**config.mk**
```make
export PLATFORM = sky130hd
export DESIGN_NAME = axi_tx_pkt_fifo
export DESIGN_NICKNAME = d
export VERILOG_FILES = /design/src/rtl/axi_tx_pkt_fifo.sv
export SDC_FILE = /design/constraint.sdc
export NUM_CORES = 1
export LEC_CHECK = 0
export ABC_AREA = 1
export BUFFER_PORTS_ARGS = -buffer_cell sky130_fd_sc_hd__buf_2
export CORE_UTILIZATION = 35
export DETAILED_ROUTE_END_ITERATION = 10
export MAX_ROUTING_LAYER = met4
export PLACE_DENSITY_LB_ADDON = 0.1
export SLEW_MARGIN = 20
export SYNTH_ARGS = -nofsm -noshare
export SYNTH_HDL_FRONTEND = slang
export SYNTH_SLANG_ARGS = --single-unit
export TNS_END_PERCENT = 5
```
**constraint.sdc**
```tcl
create_clock -name clk -period 15.4 [get_ports clk]
set_input_delay 3.08 -clock clk [delete_from_list [all_inputs] [get_ports clk]]
set_output_delay 3.08 -clock clk [all_outputs]
set_load 0.02 [all_outputs]
```
**src/rtl/axi_tx_pkt_fifo.sv**
```systemverilog
// -----------------------------------------------------------------------------
// axi_tx_pkt_fifo
//
// Egress AXI-Stream transmitter. Beats from the action stage are written into a
// store-and-forward packet FIFO. A packet becomes readable only after its last
// beat has been written and committed. Packets flagged with in_drop on their
// last beat, and packets longer than DEPTH beats, are discarded. Committed
// packets are sent out on a master AXI-Stream port through a prefetching output
// register.
//
// Ports
//   clk         in   system clock
//   rst         in   asynchronous reset, active-high
//   in_valid    in   action-stage beat valid
//   in_data     in   beat data            [DATA_WIDTH]
//   in_keep     in   byte enables         [DATA_WIDTH/8]
//   in_last     in   last beat of packet
//   in_drop     in   discard request, only meaningful together with in_last
//   in_ready    out  beat accepted when in_valid && in_ready
//   tx_tvalid   out  master AXIS valid
//   tx_tdata    out  master AXIS data     [DATA_WIDTH]
//   tx_tkeep    out  master AXIS keep     [DATA_WIDTH/8]
//   tx_tlast    out  master AXIS last
//   tx_tready   in   downstream ready
//   tx_pkt_cnt  out  packets fully transmitted          [CNT_WIDTH]
//   drop_cnt    out  packets discarded (drop/oversize)  [CNT_WIDTH]
//   occupancy   out  wr_ptr - rd_ptr in beats           [AW+1]
// -----------------------------------------------------------------------------
module axi_tx_pkt_fifo #(
  parameter int DATA_WIDTH = 64,
  parameter int DEPTH      = 16,
  parameter int CNT_WIDTH  = 32
) (
  input  logic                       clk,
  input  logic                       rst,
  input  logic                       in_valid,
  input  logic [DATA_WIDTH-1:0]      in_data,
  input  logic [DATA_WIDTH/8-1:0]    in_keep,
  input  logic                       in_last,
  input  logic                       in_drop,
  output logic                       in_ready,
  output logic                       tx_tvalid,
  output logic [DATA_WIDTH-1:0]      tx_tdata,
  output logic [DATA_WIDTH/8-1:0]    tx_tkeep,
  output logic                       tx_tlast,
  input  logic                       tx_tready,
  output logic [CNT_WIDTH-1:0]       tx_pkt_cnt,
  output logic [CNT_WIDTH-1:0]       drop_cnt,
  output logic [$clog2(DEPTH):0]     occupancy
);

  localparam int KW = DATA_WIDTH / 8;
  localparam int AW = $clog2(DEPTH);
  localparam int MW = DATA_WIDTH + KW + 1;   // {last, keep, data}
  localparam logic [AW:0] DEPTH_P = (AW+1)'(DEPTH);

  typedef enum logic [1:0] {
    S_IDLE,
    S_IN_PKT,
    S_DISCARD
  } state_t;

  // Beat storage, one entry per beat.
  logic [MW-1:0] mem [DEPTH];

  // Pointers carry one extra wrap bit so full and empty are distinguishable.
  logic [AW:0] wr_ptr_q, wr_ptr_d;
  logic [AW:0] commit_ptr_q, commit_ptr_d;
  logic [AW:0] rd_ptr_q;

  state_t state_q, state_d;

  logic [CNT_WIDTH-1:0] drop_cnt_q, drop_cnt_d;
  logic [CNT_WIDTH-1:0] tx_pkt_cnt_q;

  logic                 tx_tvalid_q;
  logic [DATA_WIDTH-1:0] tx_tdata_q;
  logic [KW-1:0]        tx_tkeep_q;
  logic                 tx_tlast_q;

  logic [AW:0] fill_level;
  logic [AW:0] pkt_len_next;
  logic        full;
  logic        accept;
  logic        mem_we;
  logic        commit_avail;
  logic        out_adv;

  // fill_level and full come from registered pointers only, so a read in this
  // cycle frees space for the writer one cycle later and tx_tready never
  // reaches in_ready combinationally.
  assign fill_level   = wr_ptr_q - rd_ptr_q;
  assign full         = (fill_level == DEPTH_P);
  // Length of the current packet if the beat offered now were stored.
  assign pkt_len_next = wr_ptr_q + 1'b1 - commit_ptr_q;

  assign in_ready = !rst && ((state_q == S_DISCARD) || !full);
  assign accept   = in_valid && in_ready;

  // ---------------------------------------------------------------------------
  // Write FSM: state register
  // ---------------------------------------------------------------------------
  always_ff @(posedge clk or posedge rst) begin
    if (rst) begin
      state_q      <= S_IDLE;
      wr_ptr_q     <= '0;
      commit_ptr_q <= '0;
      drop_cnt_q   <= '0;
    end else begin
      state_q      <= state_d;
      wr_ptr_q     <= wr_ptr_d;
      commit_ptr_q <= commit_ptr_d;
      drop_cnt_q   <= drop_cnt_d;
    end
  end

  // ---------------------------------------------------------------------------
  // Write FSM: next state
  // ---------------------------------------------------------------------------
  always_comb begin
    state_d      = state_q;
    wr_ptr_d     = wr_ptr_q;
    commit_ptr_d = commit_ptr_q;
    drop_cnt_d   = drop_cnt_q;
    mem_we       = 1'b0;

    case (state_q)
      S_IDLE, S_IN_PKT: begin
        if (accept) begin
          // The slot at wr_ptr is always free here (not full), so writing it
          // is harmless even when the packet is about to be rewound.
          mem_we   = 1'b1;
          wr_ptr_d = wr_ptr_q + 1'b1;
          if (in_last) begin
            state_d = S_IDLE;
            if (in_drop) begin
              wr_ptr_d   = commit_ptr_q;
              drop_cnt_d = drop_cnt_q + 1'b1;
            end else begin
              commit_ptr_d = wr_ptr_q + 1'b1;
            end
          end else if (pkt_len_next == DEPTH_P) begin
            // A non-last beat filling a whole FIFO's worth: the packet can
            // never be committed, so rewind now and swallow the rest.
            wr_ptr_d   = commit_ptr_q;
            drop_cnt_d = drop_cnt_q + 1'b1;
            state_d    = S_DISCARD;
          end else begin
            state_d = S_IN_PKT;
          end
        end
      end

      S_DISCARD: begin
        if (accept && in_last) begin
          state_d = S_IDLE;
        end
      end

      default: begin
        state_d = S_IDLE;
      end
    endcase
  end

  always_ff @(posedge clk) begin
    if (mem_we) begin
      mem[wr_ptr_q[AW-1:0]] <= {in_last, in_keep, in_data};
    end
  end

  // ---------------------------------------------------------------------------
  // Read side: prefetching output register
  // ---------------------------------------------------------------------------
  assign commit_avail = (rd_ptr_q != commit_ptr_q);
  assign out_adv      = !tx_tvalid_q || tx_tready;

  always_ff @(posedge clk or posedge rst) begin
    if (rst) begin
      rd_ptr_q     <= '0;
      tx_tvalid_q  <= 1'b0;
      tx_tdata_q   <= '0;
      tx_tkeep_q   <= '0;
      tx_tlast_q   <= 1'b0;
      tx_pkt_cnt_q <= '0;
    end else begin
      if (out_adv) begin
        if (commit_avail) begin
          {tx_tlast_q, tx_tkeep_q, tx_tdata_q} <= mem[rd_ptr_q[AW-1:0]];
          rd_ptr_q    <= rd_ptr_q + 1'b1;
          tx_tvalid_q <= 1'b1;
        end else begin
          tx_tvalid_q <= 1'b0;
        end
      end
      if (tx_tvalid_q && tx_tready && tx_tlast_q) begin
        tx_pkt_cnt_q <= tx_pkt_cnt_q + 1'b1;
      end
    end
  end

  assign tx_tvalid  = tx_tvalid_q;
  assign tx_tdata   = tx_tdata_q;
  assign tx_tkeep   = tx_tkeep_q;
  assign tx_tlast   = tx_tlast_q;
  assign tx_pkt_cnt = tx_pkt_cnt_q;
  assign drop_cnt   = drop_cnt_q;
  assign occupancy  = fill_level;

endmodule

```
-- Word level (Yosys, flattened, before mapping)
Memory sizes are Yosys's and may differ from the RTL's. A register that Yosys moved wholly into a read port is not among the register bits.
Index checks and enable logic that the tools add are counted.
- reductions and logical operators: 18
- multiplexer cells: 16
- add/sub/neg operators: 6
- eq/ne operators: 8
- operator list (operator ; count):
    $mux 32 ; 3
    $add 32x1->32 const B ; 2
    $mux 5 ; 3
    $add 5x1->5 const B ; 2
    $eq 5x5->1 const B ; 2
    $sub 5x5->5 ; 2
    $mux 2 ; 4
    $reduce_and 2->1 ; 3
    $logic_and 1x1->1 ; 5
    $mux 1 ; 5
    $ne 5x5->1 ; 1
    $ne 2x1->1 const B ; 2
    $pmux 2 s2 ; 1
    $reduce_and 4->1 ; 1
    $logic_not 1->1 ; 3
    $reduce_and 3->1 ; 1
    $eq 2x1->1 const B ; 1
    $eq 2x2->1 const B ; 1
    $logic_not 2->1 ; 1
    $logic_or 1x1->1 ; 2
    $ne 2x2->1 const B ; 1
    $reduce_bool 2->1 ; 1
    $reduce_or 2->1 ; 1
- flip-flop bits (word level): 82
- memories: 1
- word-level logic and storage cells: 56
- input port bits: 78
- memory bits (writable): 1168
- output and inout bits: 144
- memories (name ; words ; bits a word ; rd ports ; clocked after Yosys merged registers in ; wr ports ; RTL line ; text):
    mem ; 16 ; 73 ; 1 ; 1 ; 1 ; 64 ; logic [MW-1:0] mem [DEPTH];

-- Depth between registers and ports, before layout
Gate-level depths: netlist (run 1).
- word-level depth: 10
- gate-level depth with buffers: 17
- mapped depth without buffers: 15

-- Least setup slack after synthesis (run 1)
OpenSTA, ideal clock, no wires.
- kind: input-to-reg
- from: input rst
- to: memory mem[3][0] (netlist name), enable pin
- stages on the path: 5
- path slack: 2635 ps
- arrival: 12171 ps
- buffers on the path: 1
- required time: 14806 ps
- setup time: 594 ps
- path through: inv_1 and2_1 nand3_2 buf_4 nor3_1
- cells in the longest elaborated chain, start to end: 7
- ends and longest elaborated chain (item ; RTL line ; text):
    start, declared ; 35 ; input logic rst,
    $logic_not 1->1 (no line) ; -- ;
    $logic_and 1x1->1 ; 97 ; assign in_ready = !rst && ((state_q == S_DISCARD) || !full);
    via in_ready ; 41 ; output logic in_ready,
    $logic_and 1x1->1 ; 98 ; assign accept = in_valid && in_ready;
    $mux 1 ; 129 ; if (accept) begin
    $mux 1 ; 127 ; case (state_q)
    $mux 1 ; 167 ; if (mem_we) begin
    $mux 1 (implied by the code) ; 168 ; mem[wr_ptr_q[AW-1:0]] <= {in_last, in_keep, in_data};
    end, declared ; 64 ;
The timed path passes the listed nets, and every way through them passes these cells.

-- Final worst setup path (run 1)
- from: input rst
- to: output in_ready
- cells in the longest elaborated chain, start to end: 2
- ends and longest elaborated chain (item ; RTL line):
    $logic_not 1->1 (no line) ; --
    $logic_and 1x1->1 ; 97
    end, declared ; 41
Every way passes these cells.

==> impl_metrics.ini, run 1 <==
[finish]
drive_gt1_share_pct = 12.6
final_common_cell = edfxtp_1
mostFrequentLayoutCells = 1168 x edfxtp_1, 753 x nor2_1, 588 x o21ai_0
final_cells = 6352
area_growth_pct = 14.9
nets = 4309
seq_area_um2 = 39000
multi_input_area_um2 = 12200
fin_util_pct = 40.7
fill_cells = 14000
final_area_um2 = 60300

[power]
clkPwrFrac_pct = 30.9
swShare_pct = 36.6
p_seq_share_pct = 38.9
power_mw = 11.4
p_leak_nw = 20.5
vdd_drop_max_v = 0.000122
comb_power_share_pct = 30.2
p_per_area_nw_per_um2 = 188
p_int_mw = 7.20
switching_power_mw = 4.16

[die]
coreArea_um2 = 148000
die_height_um = 389
die_w_um = 389
ios = 222
dieArea_um2 = 152000
initial_core_util_pct = 35.4
rows = 141

[drt]
via_per_inst = 5.19
drt_pre_antenna_iters = 5
wirelength_um = 150000
postRouteAntennaNets = 0
route.detailed.drc = 0
drt-wirelength-per-cell_um = 23.6
via_count = 33000
drt_iter0_markers = 2206

[setup_path]
crit_required_ns = 12.32
cp_max_fo = 84
worstPathArrival_ns = 4.18
cp-start-kind = primary input
worst-setup-path-type = in -> out
cp-end-kind = output port

[placement]
hpwl_um = 79600
pre_cts_slack_ns = 8.08
placed_cells = 6066
placed_area_um2 = 55500
numPortBuffers = 221
gp_congestion = 0.790

[sta]
fmax_ghz = 0.138
worst_pin_slew_ns = 1.13
finalSetupViolations = 0
fin_crit_ns = 7.26
drv_slew = 0
holdWs_ns = 0.468
skew_ns = 0.0367
rsz0062_at_grt = false
setup_ws_ns = 8.14
tns_ns = 0
hold_violations = 0
relSlewSlack_pct = 24.8
fin_crit_sh_pct = 47.2

[synth]
synth-seq-cells = 1323
synth_top_flop_cell = edfxtp_1
synth_nets = 4141
ys_seq_area_share_pct = 74.1
synth-edff-count = 1168
syn_area_per_cell_um2 = 13.0
synthArstFlopShare_pct = 11.7
ys_types = 42
syn_area_um2 = 52500
synth_cells = 4047
synth_warnings = 0

[clock_tree]
cts.htree.levels = 4
cts_setup_buffers = 0
hold_buffers = 0
cts_buffer_depth = 3
cts_sinks = 1323
clkTransAtPathRegs_ns = 0.06
cts-root-buf = clkbuf_16
cts_tree = yes
cts-resized-gates = 0
numCtsBuffers = 149
clock_latency_ns = 0.79

[global_route]
grt_pass1_vias = 32400
gr-total-overflow = 0
grt_usage_pct = 20.3
antenna_found_initial = 15
grt_max_degree = 183
grt_pass1_wl_um = 222000

[min_path]
hold_path_class = reg -> reg

[run_status]
status = finished clean

[run]
maxCapViolCount = 0
## power groups by stage
stage / Combinational (mW) / Sequential, mW / Clock, mW
2_1_floorplan: 2.20 / 4.54 / 0
3_3_place_gp: 3.46 / 4.51 / 0
3_5_place_dp: 3.47 / 4.51 / 0
4_1_cts: 3.48 / 4.44 / 3.59
5_1_grt: 3.80 / 4.46 / 3.73
6_report: 3.43 / 4.43 / 3.51
## worst max-delay path: stages
cell    delay, ns
buf_2        0.13
inv_8        0.45
and2_1       0.30
buf_2        0.19
## cell usage after synthesis, types with 45 or more instances
cell | count | area (um2)
a21oi_1 | 82 | 410
a31oi_1 | 45 | 282
buf_2 | 46 | 230
clkbuf_1 | 164 | 616
dfrtp_1 | 155 | 3880
edfxtp_1 | 1168 | 35100
inv_1 | 61 | 229
nand2_1 | 291 | 1090
nand3_1 | 107 | 536
nor2_1 | 766 | 2880
o21ai_0 | 588 | 2940
o221ai_1 | 117 | 1020
o22ai_1 | 160 | 1000
## layer usage
metal	GRT usage [%]	share of wire [%]
met3	3.48	4.7
met2	31.7	47
met4	5.06	1.9
met1	27.4	46
met5	-	0
## area by class of cell
type	instances	share of cell area (%)
Sequential cell	1323	64.6
Multi-Input combinational cell	2394	20.2
Clock buffer	207	7.00
Tap cell	2002	4.15
Timing Repair Buffer	280	2.63
Clock inverter	70	0.975
Inverter	67	0.471
Antenna cell	9	0.0373
## state kept, by name, summed over array words and instances (netlist names)
| register | count |
|---|---|
| tx_tkeep | 8 |
| tx_tvalid | 1 |
| state_q | 2 |
| tx_tlast | 1 |
| commit_ptr_q | 5 |
| rd_ptr_q | 5 |
| tx_pkt_cnt | 32 |
| drop_cnt | 32 |
| mem | 1168 |
| wr_ptr_q | 5 |
| tx_tdata | 64 |
## cell families (layout without fill, tap and decap cells)
kind of cell,after synthesis,count (layout),synth area share (%)
simple gates,1241,1241,9.58
compound gates,1066,1066,11.8
fa+ha+maj,16,16,0.395
flops,1323,1323,74.1
other cells,0,9,0
xor+xnor,71,71,1.18
buf+inv,330,624,2.94
## final timing paths
check / start / end / slack, ns / cells after the start
max: rst / in_ready / 8.14 / 4
min: tx_pkt_cnt[31] / tx_pkt_cnt[31] / 0.47 / 1
max reg2reg: rd_ptr_q[1] / mem[5][21] / 10.01 / 14
min reg2reg: tx_pkt_cnt[31] / tx_pkt_cnt[31] / 0.47 / 1
max in group asynchronous: rst / rd_ptr_q[1] / 10.91 / 4
min in group asynchronous: rst / drop_cnt[29] / 2.41 / 2
No activity file was read; power rests on OpenSTA's default activity.
==> run 2, diff against run 1 <==
Settings changed: ABC_AREA 1 to 0.
Clock period 15.4 ns to 6 ns, I/O delays scaled along.
==> run 2 against run 1 <==
Via count is 29% lower. Largest cell class unchanged. Sequential share of layout area is 1.0 points higher. Largest power group unchanged. The run now ends with DRC left. Routed wire length is 18% lower. Area after synthesis is 3.2% lower.
==> impl_metrics.ini, run 2 <==
[sta]
finalSetupViolations = 0
hold_violations = 0
fin_crit_sh_pct = 81.5
fmax_ghz = 0.205
fin_crit_ns = 4.89
setup_ws_ns = 1.11
drv_slew = 0
skew_ns = 0.0249
relSlewSlack_pct = 28.5
tns_ns = 0
holdWs_ns = 0.444
rsz0062_at_grt = false
worst_pin_slew_ns = 1.07

[power]
vdd_drop_max_v = 0.000396
p_per_area_nw_per_um2 = 469
p_leak_nw = 19.6
power_mw = 27.9

[clock_tree]
clock_latency_ns = 0.76
clkTransAtPathRegs_ns = 0.06
cts.htree.levels = 4
cts_sinks = 1323
cts_tree = yes
cts_buffer_depth = 3
cts_setup_buffers = 0
cts-root-buf = clkbuf_16
cts-resized-gates = 0
hold_buffers = 0
numCtsBuffers = 148

[synth]
syn_area_um2 = 50900
syn_area_per_cell_um2 = 23.1
synth.area.top_cells = edfxtp_1 69%, mux4_2 16%, dfrtp_1 7.6%
synth.most_common_cell = edfxtp_1
synth_cells = 2204
ys_types = 49
synth_top_flop_cell = edfxtp_1
synth_nets = 2298
synth-seq-cells = 1323
ys_seq_area_share_pct = 76.6
ys_top_cells_by_count = 1168 x edfxtp_1, 365 x mux4_2, 155 x dfrtp_1, 79 x mux2_2, 54 x clkbuf_1
synth-edff-count = 1168
synth_warnings = 0
synth_top_area_share_pct = 68.9
synth_area_leader_cell = edfxtp_1
synthArstFlopShare_pct = 11.7

[drt]
drt_iter0_markers = 1656
drt_pre_antenna_iters = 8
postRouteAntennaNets = 0
drt-wirelength-per-cell_um = 27.1
via_count = 23400
route.detailed.drc = 46
wirelength_um = 123000
via_per_inst = 5.14

[global_route]
grt_max_degree = 142
gr-total-overflow = 0
grt_usage_pct = 17.6
grt_pass1_vias = 25300
grt_pass1_wl_um = 181000
antenna_found_initial = 16

[die]
die_w_um = 383
die_height_um = 383
coreArea_um2 = 144000
ios = 222
rows = 139
initial_core_util_pct = 35.4
dieArea_um2 = 147000

[setup_path]
worst-setup-path-type = reg -> out
cp-end-kind = output port
cp_slowest_cell = dfrtp_4
timing.rr.end = mem[6][35]
r2r_cells = 8
rrSetupSlack_ns = 1.51
crit_chain = inv_1 > fa_1 > xor2_1 > or4_1 > a21oi_1 > a21oi_1 > buf_2
cp-start-kind = register
worstPathBufferInverterCount = 2
worstPathArrival_ns = 3.69
critPathMaxStageDelay_ns = 0.85
crit_required_ns = 4.80
r2r-start = rd_ptr_q[1]
cp_common_cell = a21oi_1
crit_family = flip-flops
cp_max_fo = 37

[finish]
nets = 2615
mostFrequentLayoutCells = 1168 x edfxtp_1, 365 x mux4_2, 221 x buf_2
drive_gt1_share_pct = 36.7
final_common_cell = edfxtp_1
fill_cells = 12500
largest_register_ffs = 1168
area_growth_pct = 16.7

[min_path]
hold_path_startpoint = state_q[1]
holdPathStages = 1
hold_path_end = state_q[0]
hold_path_class = reg -> reg

[placement]
pre_cts_slack_ns = 1.50
numPortBuffers = 221
hpwl_um = 69200
gp_congestion = 0.781

[run_status]
status = complete, but fails checks
violations = DRC

[run]
maxCapViolCount = 0
-- run 2: changes by cell type after synthesis, moves of 29 or more --
cell      change
a21oi_1      -73
a31oi_1      -44
clkbuf_1    -110
inv_1        -38
mux2_2       +79
mux4_2      +365
nand2_1     -258
nand3_1      -80
nor2_1      -747
o211ai_1     -29
o21ai_0     -582
o221ai_1    -117
o22ai_1     -160
-- run 2: power by group --
part	switching [mW]	internal (mW)	total [mW]
combinational	4.18	3.61	7.80
sequential	0.450	10.8	11.3
clock	3.63	5.15	8.78
total	8.26	19.6	27.9
-- run 2: cell type report --
| class | instances | area, um2 | share of cell area [%] |
|---|---|---|---|
| Timing Repair Buffer | 272 | 1720 | 2.89 |
| Clock inverter | 63 | 498 | 0.838 |
| Antenna cell | 7 | 17.5 | 0.0295 |
| Sequential cell | 1323 | 39000 | 65.6 |
| Clock buffer | 212 | 4240 | 7.14 |
| Tap cell | 1903 | 2380 | 4.01 |
| Multi-Input combinational cell | 753 | 11500 | 19.3 |
| Inverter | 23 | 98.8 | 0.166 |
-- run 2: metrics by stage --
step,cells,utilization (%),instance area [um2]
2_1_floorplan,2204,-,50900
3_3_place_gp,4272,38.0,54600
3_5_place_dp,4273,38.0,54600
4_1_cts,4548,41.3,59400
5_1_grt,4555,41.3,59400
6_report,4556,41.3,59400
-- run 2: how the worst max path moves through the flow --
stage	start	endpoint	slack (ns)	cells past startpoint
2_1_floorplan	rst	commit_ptr_q[0]	0.62	1
3_3_place_gp	rd_ptr_q[2]	mem[6][40]	1.42	8
3_5_place_dp	rd_ptr_q[1]	mem[6][43]	1.50	8
4_1_cts	rd_ptr_q[1]	in_ready	1.01	7
5_1_grt	rd_ptr_q[1]	in_ready	0.87	7
6_report	rd_ptr_q[1]	in_ready	1.11	7
-- run 2: cells by family after synthesis --
family | Yosys count | synth area share [%]
compound gates | 29 | 0.394
xor+xnor | 82 | 1.44
fa+ha+maj | 16 | 0.408
buf+inv | 128 | 1.09
flops | 1323 | 76.6
mux | 449 | 18.0
simple gates | 177 | 2.10
-- run 2: layer usage --
metal	part of all wire [%]	up-vias	global-route usage (%)
met1	44	12700	23.4
met3	4.9	183	3.40
met2	49	575	27.8
met5	0	-	-
met4	2.3	0	4.67
li1	-	9923	-
